File: config.mk
export PLATFORM = sky130hd
export DESIGN_NAME = addsub_arbiter
export DESIGN_NICKNAME = d
export VERILOG_FILES = /design/src/rtl/addsub_arbiter.sv
export SDC_FILE = /design/constraint.sdc
export NUM_CORES = 1
export LEC_CHECK = 0
export CAP_MARGIN = 20
export CORE_AREA = 8 8 73 138
export DETAILED_ROUTE_END_ITERATION = 10
export DIE_AREA = 0 0 81 146
export PLACE_DENSITY = 0.67
export SETUP_SLACK_MARGIN = 0.4
export SYNTH_ARGS = -nofsm -noshare
export SYNTH_HDL_FRONTEND = slang
export SYNTH_SLANG_ARGS = --single-unit
File: constraint.sdc
create_clock -name clk -period 7.65 [get_ports clk]
set_input_delay 1.9125 -clock clk [delete_from_list [all_inputs] [get_ports clk]]
set_output_delay 1.9125 -clock clk [all_outputs]
set_load 0.02 [all_outputs]
File: src/rtl/addsub_arbiter.sv
// Round-robin arbiter feeding one shared W-bit unsigned add/sub unit, one operation in flight.
// Define ADDSUB_ARB_SAT_EN to clamp overflowing adds to all-ones and borrowing subs to zero.
module addsub_arbiter #(
  parameter  int NREQ = 4,
  parameter  int W    = 8,
  localparam int IDW  = $clog2(NREQ)
) (
  input  logic              clk,
  input  logic              rst_n,
  input  logic [NREQ-1:0]   req_valid,
  output logic [NREQ-1:0]   req_ready,
  input  logic [NREQ-1:0]   req_op,
  input  logic [NREQ*W-1:0] req_a,
  input  logic [NREQ*W-1:0] req_b,
  output logic              rsp_valid,
  input  logic              rsp_ready,
  output logic [IDW-1:0]    rsp_id,
  output logic [W-1:0]      rsp_data,
  output logic              rsp_carry
);

  typedef enum logic [1:0] {IDLE, EXEC, HOLD} state_t;

  state_t         state_q, state_d;
  logic [IDW-1:0] ptr_q, ptr_d;
  logic [IDW:0]   cand;
  logic           gnt_found;
  logic [IDW-1:0] gnt_idx;

  logic           op_p0;
  logic [W-1:0]   a_p0, b_p0;
  logic [IDW-1:0] id_p0;
  logic [W:0]     raw_p1;
  logic [W-1:0]   res_p1;

  // Bit W is the add carry-out, or for sub the borrow (set exactly when a < b).
  function automatic logic [W:0] addsub(input logic op, input logic [W-1:0] a,
                                        input logic [W-1:0] b);
    if (op) return {1'b0, a} - {1'b0, b};
    return {1'b0, a} + {1'b0, b};
  endfunction

`ifdef ADDSUB_ARB_SAT_EN
  function automatic logic [W-1:0] sat_result(input logic op, input logic [W-1:0] raw,
                                              input logic cy);
    if (!cy) return raw;
    return op ? '0 : '1;
  endfunction
`endif

  // Round-robin search upward from ptr_q with wrap; first valid requester wins.
  always_comb begin
    gnt_found = 1'b0;
    gnt_idx   = '0;
    cand      = '0;
    for (int i = 0; i < NREQ; i++) begin
      cand = {1'b0, ptr_q} + (IDW+1)'(i);
      if (cand >= (IDW+1)'(NREQ)) cand = cand - (IDW+1)'(NREQ);
      if (!gnt_found && req_valid[cand[IDW-1:0]]) begin
        gnt_found = 1'b1;
        gnt_idx   = cand[IDW-1:0];
      end
    end
  end

  always_comb begin
    state_d   = state_q;
    ptr_d     = ptr_q;
    req_ready = '0;
    unique case (state_q)
      IDLE: begin
        if (rst_n && gnt_found) begin
          req_ready[gnt_idx] = 1'b1;
          state_d            = EXEC;
        end
      end
      EXEC: state_d = HOLD;
      HOLD: begin
        if (rsp_ready) begin
          state_d = IDLE;
          ptr_d   = (rsp_id == IDW'(NREQ-1)) ? '0 : rsp_id + IDW'(1);
        end
      end
      default: state_d = IDLE;
    endcase
  end

  always_ff @(posedge clk or negedge rst_n) begin
    if (!rst_n) begin
      state_q <= IDLE;
      ptr_q   <= '0;
    end else begin
      state_q <= state_d;
      ptr_q   <= ptr_d;
    end
  end

  // p0: operands of the granted requester, captured on the handshake edge
  always_ff @(posedge clk) begin
    if (state_q == IDLE && gnt_found) begin
      op_p0 <= req_op[gnt_idx];
      a_p0  <= req_a[gnt_idx*W +: W];
      b_p0  <= req_b[gnt_idx*W +: W];
      id_p0 <= gnt_idx;
    end
  end

  // p1: arithmetic during EXEC, registered into the response on leaving EXEC
  always_comb begin
    raw_p1 = addsub(op_p0, a_p0, b_p0);
`ifdef ADDSUB_ARB_SAT_EN
    res_p1 = sat_result(op_p0, raw_p1[W-1:0], raw_p1[W]);
`else
    res_p1 = raw_p1[W-1:0];
`endif
  end

  always_ff @(posedge clk or negedge rst_n) begin
    if (!rst_n) begin
      rsp_data  <= '0;
      rsp_carry <= 1'b0;
      rsp_id    <= '0;
    end else if (state_q == EXEC) begin
      rsp_data  <= res_p1;
      rsp_carry <= raw_p1[W];
      rsp_id    <= id_p0;
    end
  end

  assign rsp_valid = (state_q == HOLD);

endmodule

==> flow_summary.ini <==
[run_status]
status = completed

[critical_path]
worst-path-max-fanout = 20
cp-startpoint = req_valid[0]
rr_startpoint = b_p0[0]
crit_path_end_kind = primary output
required_ns = 5.74
critPathLaunchType = primary input
path_class = in2out
crit_arrival_ns = 4.19

[floorplan]
dieArea_um2 = 11800
core_area_um2 = 8230
die_w_um = 81
dieHeight_um = 146
pin_count = 91
row_count = 47
start_util = 0.291

[flow_run]
drv_cap = 0

[global_routing]
met2_usage = 0.191
grt_max_degree = 35
overflow = 0
grt_pass1_wl_um = 9530
antenna_found_initial = 0
grt_use_met3 = 0.0198
first_global_vias = 2106
grt_usage = 0.101
grt.busiest_layer = met2
met1_usage = 0.0939

[timing]
post-route-period-util = 0.797
worst_slew_pin_slew_ns = 0.669
period_needed_ns = 6.10
final_hold_viol_count = 0
finalSetupTns_ns = 0
slew_headroom = 0.553
rsz0062_at_grt = no
slew_viol_final = 0
max_freq_mhz = 164
setup_viol = 0
finalClockSkew_ns = 0.00804

[drt]
routed_wirelength_um = 5690
routedWlPerCell_um = 13.9
drc = 0
drt-pass1-iter-count = 4
detail-route-antenna-nets = 0
dr_total_vias = 1957
first_iter_violations = 97
via_per_inst = 4.77

[clocking]
htreeDepth = 2
insertion_delay_ns = 0.27
clk_path_buf_depth = 2
cts_setup_buffers = 0
tritoncts = built
cts_hold_buf = 0
cts_resized = 0
cts_made_buffers = 5
cts-root-buf = clkbuf_16
clk_pin_slew_ns = 0.05
clock-sinks = 34

[yosys]
syn_nets = 308
synth_area_per_cell_um2 = 10.8
syn_inst = 222
ys.flop_type = edfxtp_1
synth_cell_type_count = 38
synth-edff-count = 19
ys_warn_count = 0
syn_area_um2 = 2390
synth-seq-area-share = 0.395
synth_seq_cells = 34
synthArstFlopShare = 0.441

[power]
p_per_area_nw_per_um2 = 407
leakage_nw = 1.50
peakVddDrop_mv = 0.161
total_power_mw = 1.42

[worst_hold_path]
hold_path.class = reg2reg
min_from = id_p0[0]

[place]
placed_cell_area_um2 = 3340
portBuffers = 90
place_congestion = 0.847
dp_hpwl_um = 4950

[final_layout]
final_common_cell = clkdlybuf4s50_1
fin_util = 0.423
synthToLayoutAreaGrowth_pct = 45.4
layout_common_cells = clkdlybuf4s50_1, mux2i_1, edfxtp_1, nor2_1, dfrtp_1
layout-drive-gt1-share = 0.0609
multi_input_area_um2 = 1310
nFillCells = 817
final_area_um2 = 3480
seqCellArea_um2 = 946
antenna_cells = 0
nets = 397
## cell type report
| class | instances | area share |
|---|---|---|
| Multi-Input combinational cell | 167 | 0.377 |
| Tap cell | 98 | 0.0352 |
| Clock buffer | 6 | 0.0370 |
| Clock inverter | 2 | 0.00287 |
| Inverter | 10 | 0.0108 |
| Sequential cell | 34 | 0.272 |
| Timing Repair Buffer | 93 | 0.265 |
## layer usage
metal | vias to the layer above | part of all wire
li1 | 997 | -
met2 | 64 | 0.58
met3 | 11 | 0.045
met1 | 885 | 0.34
met4 | 0 | 0.030
met5 | - | 0
## power breakdown
group,internal [mW],switching (mW),leakage (nW)
sequential,0.311,0.0680,0.372
clock,0.119,0.0640,0.0706
combinational,0.415,0.442,1.06
total,0.845,0.574,1.50
## state kept, by name, summed over array words and instances (netlist names)
| register | cells |
|---|---|
| rsp_carry | 1 |
| id_p0 | 2 |
| a_p0 | 8 |
| op_p0 | 1 |
| ptr_q | 2 |
| state_q | 2 |
| rsp_id | 2 |
| rsp_data | 8 |
| b_p0 | 8 |
## path summary, 6_finish.rpt
kind / to / slack [ns] / cells after the start
setup / recovery: req_ready[3] / 1.55 / 8
hold / removal: rsp_id[0] / 0.47 / 1
setup reg to reg: rsp_data[7] / 5.17 / 11
hold reg to reg: rsp_id[0] / 0.47 / 1
max in group asynchronous: rsp_carry / 5.17 / 1
min in group asynchronous: ptr_q[0] / 2.05 / 1
## metrics by stage
| stage | hold slack, ns | cells | worst slack, ns |
|---|---|---|---|
| global placement | 0.460 | 402 | 1.63 |
| CTS | 0.478 | 410 | 1.53 |
| detailed placement | 0.467 | 402 | 1.54 |
| global route | 0.505 | 410 | 1.43 |
| floorplan | 0.455 | 222 | 1.67 |
| finish | 0.475 | 410 | 1.55 |
## cells by family (layout without fill, tap and decap cells)
group,count (synthesis),count (layout),synth area share
buf+inv,21,111,0.0637
compound gates,45,45,0.123
fa+ha+maj,11,11,0.0606
mux,56,56,0.236
flops,34,34,0.395
xor+xnor,9,9,0.0329
simple gates,46,46,0.0883
## cell usage after synthesis, types with 2 or more instances
cell | n | area, um^2
buf_12 | 2 | 40.0
a21oi_1 | 10 | 50.1
buf_6 | 3 | 33.8
dfrtp_1 | 15 | 375
nor4_1 | 3 | 18.8
a211oi_1 | 2 | 15.0
xnor2_1 | 7 | 61.3
clkbuf_1 | 3 | 11.3
nand2_1 | 13 | 48.8
o21ai_1 | 2 | 10.0
mux2i_1 | 52 | 521
xor2_1 | 2 | 17.5
nand2b_1 | 5 | 31.3
nor2_1 | 15 | 56.3
and3_1 | 2 | 12.5
mux2_2 | 4 | 45.0
o21a_1 | 5 | 37.5
ha_1 | 10 | 125
edfxtp_1 | 19 | 571
buf_4 | 2 | 15.0
o31ai_1 | 5 | 37.5
inv_2 | 2 | 7.51
o21ai_0 | 12 | 60.1
inv_1 | 7 | 26.3
o22ai_1 | 2 | 12.5
nor3_1 | 6 | 30.0
## critical path, stage by stage
cell             delay, ns
clkdlybuf4s50_1       0.53
nor4_1                0.49
nor3_2                0.07
buf_4                 0.22
nand2_1               0.11
inv_1                 0.11
and3_1                0.19
clkdlybuf4s50_1       0.56
Note: power is estimated with default switching activity, not from simulation.
